--- config.mk ---
export PLATFORM = sky130hd
export DESIGN_NAME = multi_channel_oneshot
export DESIGN_NICKNAME = d
export VERILOG_FILES = /design/src/rtl/multi_channel_oneshot.sv
export SDC_FILE = /design/constraint.sdc
export NUM_CORES = 1
export LEC_CHECK = 0
export CORE_MARGIN = 2
export CORE_UTILIZATION = 45
export CTS_BUF_LIST = sky130_fd_sc_hd__clkbuf_8
export DETAILED_ROUTE_END_ITERATION = 12
export GPL_ROUTABILITY_DRIVEN = 0
export PLACE_DENSITY_LB_ADDON = 0.2
export SLEW_MARGIN = 20
export SYNTH_ARGS = -nofsm -noshare
export SYNTH_HDL_FRONTEND = slang
export SYNTH_SLANG_ARGS = --single-unit
--- constraint.sdc ---
create_clock -name clk -period 2.1 [get_ports clk]
set_clock_uncertainty 0.2 [all_clocks]
set_input_delay 0.21 -clock clk [delete_from_list [all_inputs] [get_ports clk]]
set_output_delay 0.21 -clock clk [all_outputs]
set_load 0.01 [all_outputs]
--- src/rtl/multi_channel_oneshot.sv ---
// Per-channel request/done one-shot: a request arms a programmable delay, after which a sticky
// done flag is held until the channel is cleared. Channels are fully independent.
//
// state    | meaning
// ---------+---------------------------------------------------------------
// ST_IDLE  | waiting for a request; b=0, busy=0
// ST_ARMED | counting DELAY cycles; b=0, busy=1, request ignored
// ST_DONE  | sticky done; b=1, busy=0, waits for clear
module multi_channel_oneshot #(
    parameter int NUM_CH = 4,
    parameter int DELAY  = 1
) (
    input  logic                          clk,
    input  logic                          rst_n,
    input  logic [NUM_CH-1:0]             a,
    input  logic [NUM_CH-1:0]             clear,
    output logic [NUM_CH-1:0]             b,
    output logic [NUM_CH-1:0]             busy,
    output logic [$clog2(NUM_CH+1)-1:0]   armed_count,
    output logic [NUM_CH-1:0]             done_pulse
);

    localparam int CNT_W = $clog2(DELAY + 1);
    localparam int ACW   = $clog2(NUM_CH + 1);

    typedef enum logic [1:0] {
        ST_IDLE  = 2'd0,
        ST_ARMED = 2'd1,
        ST_DONE  = 2'd2
    } state_e;

    state_e             state_q [NUM_CH];
    state_e             state_d [NUM_CH];
    logic [CNT_W-1:0]   cnt_q   [NUM_CH];
    logic [CNT_W-1:0]   cnt_d   [NUM_CH];
    logic [NUM_CH-1:0]  pulse_q;
    logic [NUM_CH-1:0]  pulse_d;

    always_ff @(posedge clk or negedge rst_n) begin
        if (!rst_n) begin
            for (int i = 0; i < NUM_CH; i++) begin
                state_q[i] <= ST_IDLE;
                cnt_q[i]   <= '0;
            end
            pulse_q <= '0;
        end else begin
            state_q <= state_d;
            cnt_q   <= cnt_d;
            pulse_q <= pulse_d;
        end
    end

    // Clear has priority in every state, including the terminal-count edge.
    always_comb begin
        pulse_d = '0;
        for (int i = 0; i < NUM_CH; i++) begin
            state_d[i] = state_q[i];
            cnt_d[i]   = cnt_q[i];
            case (state_q[i])
                ST_IDLE: begin
                    cnt_d[i] = '0;
                    if (a[i] && !clear[i]) begin
                        state_d[i] = ST_ARMED;
                        cnt_d[i]   = CNT_W'(DELAY);
                    end
                end
                ST_ARMED: begin
                    if (clear[i]) begin
                        state_d[i] = ST_IDLE;
                        cnt_d[i]   = '0;
                    end else if (cnt_q[i] == CNT_W'(1)) begin
                        state_d[i] = ST_DONE;
                        cnt_d[i]   = '0;
                        pulse_d[i] = 1'b1;
                    end else begin
                        cnt_d[i] = cnt_q[i] - CNT_W'(1);
                    end
                end
                ST_DONE: begin
                    cnt_d[i] = '0;
                    if (clear[i]) begin
                        state_d[i] = ST_IDLE;
                    end
                end
                default: begin
                    state_d[i] = ST_IDLE;
                    cnt_d[i]   = '0;
                end
            endcase
        end
    end

    // Flags decode straight from state so an async reset zeroes them without waiting for a clock.
    always_comb begin
        b           = '0;
        busy        = '0;
        armed_count = '0;
        done_pulse  = pulse_q;
        for (int i = 0; i < NUM_CH; i++) begin
            b[i]        = (state_q[i] == ST_DONE);
            busy[i]     = (state_q[i] == ST_ARMED);
            armed_count = armed_count + ACW'(state_q[i] == ST_ARMED);
        end
    end

    for (genvar gi = 0; gi < NUM_CH; gi++) begin : g_sva
        a_arm_timing: assert property (@(posedge clk) disable iff (!rst_n || clear[gi])
            (a[gi] && state_q[gi] == ST_IDLE) |-> ##1 !b[gi] ##DELAY b[gi]);

        a_pulse_on_rise: assert property (@(posedge clk) disable iff (!rst_n)
            $rose(b[gi]) == done_pulse[gi]);

        m_clear_known: assume property (@(posedge clk) disable iff (!rst_n)
            !$isunknown(clear[gi]));

        c_round_trip: cover property (@(posedge clk) disable iff (!rst_n)
            (state_q[gi] == ST_IDLE && a[gi] && !clear[gi]) ##1 busy[gi]
            ##DELAY (b[gi] && clear[gi]) ##1 (state_q[gi] == ST_IDLE));
    end

endmodule
==> results by group, run 1 <==
Clock tree
  • Root Buffer: clkbuf_8
  • CTS tree: yes
  • Hold buffers post-CTS: 0
  • Clock Pin Slew Worst Setup and Hold Paths: 60 ps
  • Cts bufs inserted: 3
  • H-tree depth: 1
  • Worst-Skew Late Latency: 250 ps
  • Max Root-Sink Buffers: 2
  • Clock sink count: 16

Placement
  • Pre-CTS setup slack: -261 ps
  • Placed cell area: 0.00103 sq mm
  • HPWL Detailed: 1100 um
  • # port buffers: 24

Drt
  • Router iterations before antenna repair: 4
  • Final WL: 1460 um
  • DRC violations left: 0
  • Post-route antenna net violation count: 0
  • Via count: 575
  • Vias per inst: 5.09
  • Drt initial violations: 4
  • Routed len/inst: 12.9 um

GRT
  • Total GRT Usage: 0.195
  • Initial antenna violation count: 0
  • Overflow after GRT: 0
  • Vias in the first global route: 648
  • Largest net degree at the start of global routing: 17
  • First-pass GRT wire length: 2630 um

Logic synthesis
  • Avg Cell Area, Syn: 12.0 sq um
  • Post-synthesis cell count: 58
  • #FFs+latches synth: 16
  • Synthesized cell area: 698 sq um
  • Post-synthesis sequential area ratio: 0.573
  • Post-Syn Nets: 71
  • Synth cell types: 14
  • YS warnings: 0

Floorplanning
  • Io pins: 25
  • Floorplan core area: 0.00147 sq mm
  • Chip Width: 43.4 um
  • Die Y: 43.4 um
  • Die ar.: 0.00188 sq mm
  • Number of core rows: 14
  • Initial core utilization: 0.474

Setup path
  • CP max FO: 2
  • Data arrival time of the worst path: 1780 ps
  • Critical path type: reg2out
  • CP Launch Point: state_q[7]
  • Critical Path Start Type: register
  • Crit. End Element: output pin
  • Crit path required time: 1690 ps
  • R2R Path Start: state_q[0]

Layout
  • Final design area excluding fillers: 0.00111 sq mm
  • Antenna diodes: 0
  • Area grow syn2layout: 59.7%
  • Layout cell share with drive strength beyond 1: 0.206
  • NumNets Final: 112

Hold path
  • Tightest Hold Check Type: in2async

Power
  • Leak: 0.573 nW
  • VDD IR-drop max: 0.528 mV
  • Overall power: 0.760 mW
  • Pwr Density: 682 mW/mm^2

Timing
  • Max Fclk: 457 MHz
  • RSZ-0062 raised after global routing: yes
  • Final hold slack: 80.6 ps
  • Max-slew violations: 0
  • Final setup viols: 2
  • Tcrit/Tclk final: 1.04
  • Worst slew margin: 0.747
  • Worst Max-Slew Pin Slew: 370 ps
  • Setup ws final: -86.7 ps
  • Setup TNS: -90.2 ps
  • Min Clock Period, post-route: 2190 ps
  • Count of final hold-check violations: 0

Outcome
  • Failing checks: setup timing
  • Status: finished, violations left

Job
  • Max cap viols: 0
-- cell usage after synthesis, drive strengths merged --
cell type | instances | area (sq um)
a21o | 3 | 22.5
nor2 | 3 | 11.3
nand3b | 2 | 15.0
inv | 4 | 15.0
dfrtp | 16 | 400
xor2 | 1 | 8.76
a2111oi | 2 | 17.5
and4bb | 2 | 25.0
a211oi | 6 | 45.0
and2b | 2 | 15.0
ha | 3 | 37.5
nand2b | 8 | 50.1
a21oi | 2 | 10.0
nor2b | 4 | 25.0
-- report_power, final --
| part | total, mW | switching (mW) | internal, mW |
|---|---|---|---|
| clock | 0.225 | 0.0976 | 0.127 |
| sequential | 0.340 | 0.0112 | 0.329 |
| combinational | 0.195 | 0.0816 | 0.114 |
-- layer usage --
metal  up-vias  wire length, um  global-route usage  share of wire
met4         0               32               0.109          0.022
met2        15              779               0.346           0.53
li1        283                -                   -              -
met3         5               69              0.0500          0.047
met1       272              581               0.208           0.40
met5         -                0                   0              0
-- worst max-delay path, stage by stage (launching register included) --
cell and delay, ps:
dfrtp_1 370, and2b_1 220, xor2_1 150, ha_1 270
ha_4 180, ha_4 230, buf_6 110
-- layout by cell type (no fill, tap or decap) --
| master | count |
|---|---|
| ha_1 | 1 |
| dlymetal6s2s_1 | 1 |
| a21o_1 | 3 |
| nand3b_1 | 2 |
| buf_6 | 2 |
| and4bb_1 | 2 |
| a21oi_1 | 2 |
| ha_4 | 2 |
| clkbuf_8 | 3 |
| nand2b_1 | 8 |
| xor2_1 | 1 |
| a211oi_1 | 6 |
| nor2_1 | 3 |
| and2b_1 | 2 |
| clkdlybuf4s50_1 | 20 |
| inv_1 | 4 |
| buf_4 | 12 |
| a2111oi_0 | 2 |
| buf_2 | 1 |
| nor2b_1 | 4 |
| dfrtp_1 | 16 |
-- through the flow --
stage | util | std cells
after global routing | 0.758 | 113
after floorplan | - | 58
after CTS | 0.744 | 112
after global placement | 0.697 | 107
final | 0.758 | 113
after detailed placement | 0.697 | 107
-- final timing paths --
check                           slack (ps)  cells past startpoint              to
worst max-delay path                   -90                      6  armed_count[1]
worst min-delay path                    80                      2      state_q[2]
worst max register to register         860                      3      state_q[0]
worst min register to register         300                      1        cnt_q[1]
max in group asynchronous             1440                      2      state_q[5]
min in group clk                       300                      1        cnt_q[1]
-- area by class of cell --
class / count / area (sq um)
repair buffers: 36 / 330
clock buffers: 3 / 41.3
inverters: 4 / 15.0
well taps: 16 / 20.0
fillers: 107 / 357
multi-input cells: 38 / 308
flip-flops and latches: 16 / 400
-- registers in the layout, summed over array words and instances, names as in the netlist --
name and cells:
cnt_q 4, state_q 8, done_pulse 4
-- cells by family (layout without fill, tap and decap cells) --
logic type               count (synthesis)  in the layout  synth area share
XOR/XNOR                                 1              1            0.0125
AND/OR/NAND/NOR                         21             21             0.202
AO/OA/AOI/OAI                           13             13             0.136
buffers and inverters                    4             43            0.0215
flip-flops                              16             16             0.573
adder cells (fa/ha/maj)                  3              3            0.0538
-- what timing repair did --
action / in CTS / in global routing
setup endpoints to repair: 3 / 3
gates resized for setup: 16 / 2
buffers inserted: 2 / 1
pin swaps: 3 / 1
cloned: 0 / 0
No activity file was read; power rests on OpenSTA's default activity.
==> run 2, diff against run 1 <==
MAX_ROUTING_LAYER = met4   (was unset)
clock period = 2.4 ns   (was 2.1 ns; I/O delays follow)
==> run 2 against run 1 <==
  * Worst hold slack improved by 140 ps
  * Clock-buffer cell count is 1 higher
  * The run now ends clean
  * Critical path type unchanged
  * Largest power group unchanged
  * Highest routed layer is now met3
  * Combinational power shrank 26%
  * First-iteration DRC count grew to 3.8 times the previous value
  * Non-clock buffer count is 5 lower
==> results by group, run 2 (synthesized netlist as in run 1, its figures left out) <==
Layout
  • Max reg flops: 8
  • Layout cell share with drive strength beyond 1: 0.129
  • Most flops, register: state_q
  • Antenna diodes: 0
  • Most frequent cells in the layout: clkdlybuf4s50_1, dfrtp_1, nand2b_1, buf_4, a211oi_1
  • Fillers: 111
  • Most common cell after layout, fill and taps aside: clkdlybuf4s50_1
  • Area grow syn2layout: 51.6%
  • NumNets Final: 107

Floorplanning
  • Die ar.: 0.00188 sq mm
  • Floorplan core area: 0.00147 sq mm
  • Chip Width: 43.4 um
  • Initial core utilization: 0.474
  • Number of core rows: 14
  • Die Y: 43.4 um
  • Io pins: 25

Clock tree
  • Hold buffers post-CTS: 0
  • Cts bufs inserted: 3
  • Clock Pin Slew Worst Setup and Hold Paths: 60 ps
  • Clock sink count: 16
  • H-tree depth: 1
  • Postcts setup bufs: 0
  • Root Buffer: clkbuf_8
  • Worst-Skew Late Latency: 240 ps
  • Max Root-Sink Buffers: 2
  • CTS tree: yes

Setup path
  • WP buf/inv: 1
  • Data arrival time of the worst path: 1860 ps
  • Crit-path leading delay family: adder cells
  • Crit path required time: 1960 ps
  • Crit. End Element: output pin
  • CP max FO: 2
  • Worst-case reg-to-reg path depth: 3
  • Most used cell along the critical path: ha_1
  • Crit-path slowest cell: dfrtp_1
  • Critical Path Start Type: register
  • Critical path type: reg2out
  • Critical path's largest stage delay: 370 ps
  • Cell depth of the worst setup path: 6
  • Critical-path cell list: and2b_1 > xor2_1 > ha_1 > ha_1 > ha_1 > dlygate4sd2_1

Drt
  • Vias per inst: 5.18
  • Post-route antenna net violation count: 0
  • Drt initial violations: 15
  • Final WL: 1380 um
  • Routed len/inst: 12.7 um
  • Router iterations before antenna repair: 3
  • DRC violations left: 0
  • Via count: 565

Timing
  • Count of final hold-check violations: 0
  • Tcrit/Tclk final: 0.960
  • Final hold slack: 224 ps
  • Worst slew margin: 0.526
  • RSZ-0062 raised after global routing: no
  • Max-slew violations: 0
  • Final setup viols: 0
  • Max Fclk: 434 MHz
  • Setup TNS: 0 ps
  • Worst Max-Slew Pin Slew: 709 ps
  • Min Clock Period, post-route: 2300 ps

GRT
  • First-pass GRT wire length: 2330 um
  • Largest net degree at the start of global routing: 17
  • Total GRT Usage: 0.174
  • Initial antenna violation count: 0
  • Vias in the first global route: 579
  • Overflow after GRT: 0

Hold path
  • Tightest Hold Check Type: in2async

Power
  • Overall power: 0.672 mW
  • Pwr Density: 635 mW/mm^2
  • VDD IR-drop max: 0.434 mV
  • Leak: 0.545 nW

Placement
  • # port buffers: 24
  • HPWL Detailed: 1100 um

Outcome
  • Status: completed

Job
  • Max cap viols: 0
==> run 2: cell count changes in the layout (fill, tap and decap cells not counted), moves of 2 or more <==
cell,change
buf_4,-5
dlygate4sd2_1,+2
ha_4,-2
buf_6,-2
ha_1,+2
==> run 2: cell type report <==
cell class	instances	area (sq um)	area share
flip-flops and latches	16	400	0.378
repair buffers	31	285	0.270
multi-input cells	38	283	0.267
clock buffers	4	55.1	0.0520
well taps	16	20.0	0.0189
inverters	4	15.0	0.0142
==> run 2: path summary, 6_finish.rpt <==
kind / start / end / slack [ps]
max: state_q[5] / armed_count[2] / 100
min: rst_n / done_pulse[2] / 220
max reg2reg: state_q[0] / cnt_q[0] / 1080
min reg2reg: state_q[3] / cnt_q[1] / 320
max in group asynchronous: rst_n / state_q[4] / 1330
min in group clk: state_q[3] / cnt_q[1] / 320
==> run 2: layer usage <==
metal | vias to the layer above | part of all wire | GRT usage
li1 | 274 | - | -
met1 | 277 | 0.41 | 0.186
met2 | 14 | 0.54 | 0.307
met3 | 0 | 0.042 | 0.0500
met4 | 0 | 0 | 0.0545
met5 | - | 0 | -
==> run 2: timing repair <==
action / in CTS / in global routing
pin swaps: 0 / 0
resized for setup: 4 / 1
setup endpoints to repair: 3 / 1
==> run 2: through the flow <==
step | area (sq um) | setup slack [ps] | instances | utilization
floorplan | 698 | 424 | 58 | -
global route | 1060 | 6.66 | 109 | 0.719
global placement | 1010 | 31.7 | 105 | 0.687
detailed placement | 1010 | 8.39 | 105 | 0.687
finish | 1060 | 96.1 | 109 | 0.719
CTS | 1060 | 34.9 | 109 | 0.723
==> run 2: power by group <==
part | internal, mW | leakage (nW) | switching [mW] | total (mW)
clock | 0.145 | 0.0288 | 0.0836 | 0.229
sequential | 0.288 | 0.214 | 0.0105 | 0.298
combinational | 0.0812 | 0.302 | 0.0635 | 0.145
total | 0.514 | 0.545 | 0.158 | 0.672
